--- src/rtl/cpu_pkg.sv ---
// Shared pipeline constants, fetch state encoding and opcode helpers.
package cpu_pkg;

   localparam int unsigned PC_W    = 8;
   localparam int unsigned INSTR_W = 16;
   localparam int unsigned OP_W    = 4;
   localparam int unsigned OP_MSB  = INSTR_W - 1;
   localparam int unsigned OP_LSB  = INSTR_W - OP_W;

   localparam logic [OP_W-1:0]    HALT_OP   = 4'hF;
   localparam logic [INSTR_W-1:0] NOP_INSTR = 16'h0000;

   typedef enum logic [1:0] {
      BOOT = 2'd0,
      RUN  = 2'd1,
      HALT = 2'd2
   } fetch_state_e;

   function automatic logic [OP_W-1:0] opcode_of(input logic [INSTR_W-1:0] instr);
      return instr[OP_MSB:OP_LSB];
   endfunction

   function automatic logic is_halt(input logic [INSTR_W-1:0] instr);
      return opcode_of(instr) == HALT_OP;
   endfunction

endpackage

--- src/rtl/ifid_reg.sv ---
// Pipeline register with hold (stall), clear to bubble (flush) and load.
// Flush overrides stall so a redirect is never lost behind a stalled consumer.
module ifid_reg #(
   parameter int unsigned        PcW      = 8,
   parameter int unsigned        InstrW   = 16,
   parameter logic [InstrW-1:0]  NopInstr = '0
) (
   input  logic              clk,
   input  logic              rst,
   input  logic              stall,
   input  logic              flush,
   input  logic              load,
   input  logic [InstrW-1:0] d_instr,
   input  logic [PcW-1:0]    d_pc,
   input  logic              d_valid,
   output logic [InstrW-1:0] instr,
   output logic [PcW-1:0]    pc,
   output logic              valid
);

   logic [InstrW-1:0] instr_q;
   logic [PcW-1:0]    pc_q;
   logic              valid_q;

   always_ff @(posedge clk) begin
      if (rst) begin
         instr_q <= NopInstr;
         pc_q    <= '0;
         valid_q <= 1'b0;
      end else if (flush) begin
         instr_q <= NopInstr;
         valid_q <= 1'b0;
      end else if (load && !stall) begin
         instr_q <= d_instr;
         pc_q    <= d_pc;
         valid_q <= d_valid;
      end
   end

   assign instr = instr_q;
   assign pc    = pc_q;
   assign valid = valid_q;

endmodule

--- src/rtl/if_stage.sv ---
// Instruction-fetch stage: owns the PC, drives a 1-cycle-latency instruction
// memory and loads the IF/ID register, with stall, redirect and HALT handling.
module if_stage
   import cpu_pkg::*;
(
   input  logic               clk,
   input  logic               rst,
   input  logic               stall_i,
   input  logic               redirect_i,
   input  logic [PC_W-1:0]    redirect_pc_i,
   output logic               imem_en,
   output logic [PC_W-1:0]    imem_addr,
   input  logic [INSTR_W-1:0] imem_rdata,
   output logic [PC_W-1:0]    pc_o,
   output logic [INSTR_W-1:0] ifid_instr,
   output logic [PC_W-1:0]    ifid_pc,
   output logic               ifid_valid,
   output logic               halted_o
);

   fetch_state_e    state_q;
   logic [PC_W-1:0] pc_q;
   logic [PC_W-1:0] inflight_pc_q;
   logic            inflight_v_q;
   logic            halted_q;

   logic advance;
   logic ifid_flush;
   logic ifid_load;

   // An advance consumes the word fetched last cycle and issues the next one.
   assign advance    = (state_q == RUN) && !stall_i && !redirect_i;
   assign ifid_load  = advance;
   assign ifid_flush = redirect_i || ((state_q == HALT) && !stall_i);

   always_comb begin
      imem_en = 1'b0;
      case (state_q)
         RUN:     imem_en = !stall_i || redirect_i;
         default: imem_en = 1'b0;
      endcase
   end

   always_ff @(posedge clk) begin
      if (rst) begin
         state_q       <= BOOT;
         pc_q          <= '0;
         inflight_pc_q <= '0;
         inflight_v_q  <= 1'b0;
         halted_q      <= 1'b0;
      end else if (redirect_i) begin
         // Also squashes a HALT that was fetched down the wrong path.
         state_q      <= RUN;
         pc_q         <= redirect_pc_i;
         inflight_v_q <= 1'b0;
         halted_q     <= 1'b0;
      end else begin
         case (state_q)
            BOOT: state_q <= RUN;
            RUN: begin
               if (!stall_i) begin
                  pc_q          <= pc_q + 1'b1;
                  inflight_pc_q <= pc_q;
                  inflight_v_q  <= 1'b1;
                  if (inflight_v_q && is_halt(imem_rdata)) begin
                     state_q  <= HALT;
                     halted_q <= 1'b1;
                  end
               end
            end
            HALT:    state_q <= HALT;
            default: state_q <= BOOT;
         endcase
      end
   end

   ifid_reg #(
      .PcW      (PC_W),
      .InstrW   (INSTR_W),
      .NopInstr (NOP_INSTR)
   ) u_ifid_reg (
      .clk     (clk),
      .rst     (rst),
      .stall   (stall_i),
      .flush   (ifid_flush),
      .load    (ifid_load),
      .d_instr (imem_rdata),
      .d_pc    (inflight_pc_q),
      .d_valid (inflight_v_q),
      .instr   (ifid_instr),
      .pc      (ifid_pc),
      .valid   (ifid_valid)
   );

   assign imem_addr = pc_q;
   assign pc_o      = pc_q;
   assign halted_o  = halted_q;

endmodule

--- config.mk ---
export PLATFORM = sky130hd
export DESIGN_NAME = if_stage
export DESIGN_NICKNAME = d
export VERILOG_FILES = /design/src/rtl/cpu_pkg.sv /design/src/rtl/ifid_reg.sv /design/src/rtl/if_stage.sv
export SDC_FILE = /design/constraint.sdc
export NUM_CORES = 1
export LEC_CHECK = 0
export CAP_MARGIN = 25
export CORE_MARGIN = 4
export CORE_UTILIZATION = 48
export DETAILED_ROUTE_END_ITERATION = 12
export PLACE_DENSITY = 0.89
export SLEW_MARGIN = 20
export SYNTH_ARGS = -nofsm -noshare
export SYNTH_HDL_FRONTEND = slang
export SYNTH_HIERARCHICAL = 1
export SYNTH_SLANG_ARGS = --single-unit
export TNS_END_PERCENT = 20
--- constraint.sdc ---
create_clock -name clk -period 4.1 [get_ports clk]
set_input_delay 0.615 -clock clk [delete_from_list [all_inputs] [get_ports clk]]
set_output_delay 0.615 -clock clk [all_outputs]
set_load 0.005 [all_outputs]
==> results.cfg <==
[logic_synthesis]
synth.most_common_cell = nand2_1
netlist_instances = 228
synth_seq_cells = 45
netlist_area_mm2 = 0.001994
mappedNetlistNets = 260
synth_edf_count = 0
synth.yosys.seq_area_share_pct = 45.17
yosysTopAreaCell = dfxtp_1
async_flop_share_pct = 0
yosysWarnings = 6
synth_top_cell_area_share_pct = 45.17
synth.distinct_cells = 40
synthFlopType = dfxtp_1
yosys-top-cells-area = dfxtp_1, nand2_1, mux2i_1
synth_common_cells = nand2_1, dfxtp_1, a21oi_1
syn_area_per_cell_um2 = 8.747

[clock_network]
cts_root_buffer = clkbuf_8
tritoncts = done
cts_buffers = 5
cts_hold_buf = 0
post-cts-setup-buffer-count = 0
cts.sinks = 45
cts.path.max_buffers = 2
worstSkewPairLatency_ps = 290
clk_pin_slew_ps = 80
cts_resized = 0
htreeDepth = 2

[timing]
fin_worst_skew_ps = 6.787
tightest_slew_ps = 782.2
maxSlewViolCount = 0
fin_setup_tns_ps = 0
hold_ws_ps = 459.5
slew_headroom_pct = 47.85
rsz0062_at_grt = no
setup_viol = 0
finalHoldViolations = 0
period_share_pct = 71.87
max_freq_mhz = 339.4
finalCriticalPeriod_ps = 2947

[critical_path]
crit_start = redirect_i
rr_worst_depth = 7
end_kind = primary output
critPathArrivalTime_ps = 2330
cp_max_fo = 15
r2r_setup_slack_ps = 2150
cpPeakStageDelay_ps = 680
cpMostUsedCell = clkdlybuf4s50_1
r2r_end = u_ifid_reg/instr[7]$_SDFFE_PP0P_
cp_slowest_cell = clkdlybuf4s50_1
startpoint_type = primary input
worstPathRequired_ps = 3480
reg2reg_from = state_q[1]$_SDFFE_PP0P_
worstSetupEndpoint = imem_en
cp_cell_sequence = clkdlybuf4s50_1 -> inv_1 -> a21oi_1 -> clkdlybuf4s50_1
worstSetupPathType = primary input to primary output

[routing]
routed_via_density = 5.071
vias = 1714
drtIter0Drc = 95
firstDrtPassIters = 4
drc = 0
wl_per_cell_um = 14.06
drt.antenna.violating_nets = 0
wirelength_mm = 4.752

[place]
hpwl_mm = 3.410
gp_congestion = 0.8637
placedCellCount = 330
io_buffer_count = 70

[power_and_ir_drop]
power.leakage_nw = 0.9440
ir_drop_uv = 229.2
p_per_area_mw_per_mm2 = 350.3
power.total_uw = 967.4

[min_path]
hold_path.class = flop to flop

[floorplan]
die_w_um = 72.46
die-area_mm2 = 0.005250
num_rows = 23
initial_core_util_pct = 49.86
die_y_um = 72.46
coreArea_mm2 = 0.004000
ios = 71

[cells_and_area]
antenna_cells = 0
stdcell_count = 338
area_growth_pct = 38.46
num-nets-final = 319
drive_above_1_share_pct = 9.028
fillers = 328

[grt]
grt_max_degree = 29
grt-ovfl-total = 0
grt_use_total_pct = 18.59
grt_pass1_wl_mm = 7.790
antenna_found_initial = 0
grt_pass1_vias = 1669

[flow_run]
maxCapViolations = 0

[run_status]
outcome = completed
layout make-up:
type,instances,area [µm²],share of cell area (%)
flip-flops and latches,45,900.9,32.62
well taps,50,62.56,2.266
multi-input cells,153,907.1,32.85
clock inverters,3,65.06,2.356
clock buffers,5,68.82,2.492
repair buffers,73,723.2,26.19
inverters,9,33.78,1.223
logic make-up (layout without fill, tap and decap cells):
group / count (synthesis) / in the layout / synth area share [%]
adders and majority gates: 4 / 4 / 2.510
xor gates and xnor gates: 2 / 2 / 0.8785
muxes: 10 / 10 / 5.019
and+or+nand+nor: 91 / 91 / 21.58
AOI/OAI and AO/OA: 46 / 46 / 15.50
buffers and inverters: 30 / 90 / 9.347
DFF: 45 / 45 / 45.17
worst max-delay path: cells and delay by family:
family	cells	cell delay, ps
buffers and inverters	3	1520
AOI/OAI and AO/OA	1	200
state kept, by name, indices dropped and copies added, names as in the netlist:
signal / count
halted_o: 1
imem_addr: 8
inflight_pc_q: 8
inflight_v_q: 1
state_q: 2
u_ifid_reg/instr: 16
u_ifid_reg/pc: 8
u_ifid_reg/valid: 1
placed cells by master (no fill, tap or decap), types with 2 or more instances in the layout:
cell,synthesis,layout
nor4_1,2,2
clkbuf_8,0,5
a21oi_2,10,10
o31a_1,3,3
nor3b_2,2,2
bufinv_16,0,2
or3_1,3,3
ha_1,4,4
dfxtp_1,45,45
xnor2_1,2,2
nand2_1,52,52
inv_1,9,9
nand3_1,2,2
o21ai_0,5,5
mux2i_1,10,10
a211oi_1,3,3
a311oi_1,3,3
nor2_1,16,16
nor3_1,2,2
clkdlybuf4s50_1,0,70
a21oi_1,18,18
buf_4,10,3
stage by stage:
stage          cell area, µm²  worst slack (ps)  util (%)
2_1_floorplan            1994              2145         -
3_3_place_gp             2628              1203     65.69
3_5_place_dp             2628              1167     65.69
4_1_cts                  2761              1147     69.03
5_1_grt                  2761              1037     69.03
6_report                 2761              1153     69.03
power breakdown:
part	switching [mW]	total [mW]	internal [mW]	leakage [nW]
Sequential	0.0150	0.462	0.447	0.365
Combinational	0.0485	0.115	0.0668	0.511
Clock	0.148	0.390	0.242	0.0681
Total	0.211	0.967	0.756	0.944
how the worst min path moves through the flow:
| stage | depth (start not counted) | startpoint | slack [ps] | endpoint |
|---|---|---|---|---|
| after floorplan | 2 | inflight_pc_q[0]$_SDFFE_PP0P_ | 430 | u_ifid_reg/pc[0]$_SDFFE_PP0P_ |
| after global placement | 2 | u_ifid_reg/instr[15]$_SDFFE_PP0P_ | 440 | u_ifid_reg/instr[15]$_SDFFE_PP0P_ |
| after detailed placement | 2 | u_ifid_reg/pc[5]$_SDFFE_PP0P_ | 450 | u_ifid_reg/pc[5]$_SDFFE_PP0P_ |
| after CTS | 2 | u_ifid_reg/pc[5]$_SDFFE_PP0P_ | 460 | u_ifid_reg/pc[5]$_SDFFE_PP0P_ |
| after global routing | 2 | u_ifid_reg/pc[5]$_SDFFE_PP0P_ | 480 | u_ifid_reg/pc[5]$_SDFFE_PP0P_ |
| final | 2 | u_ifid_reg/pc[3]$_SDFFE_PP0P_ | 460 | u_ifid_reg/pc[3]$_SDFFE_PP0P_ |
layer usage:
metal,global-route usage [%],up-vias,wire [µm],share of wire [%]
met5,0,-,0,0
met4,7.377,0,78,1.6
met3,2.909,9,157,3.3
met2,31.45,32,2395,50
met1,23.69,795,2120,45
li1,-,878,-,-
Power figures use the tool's default switching activity.
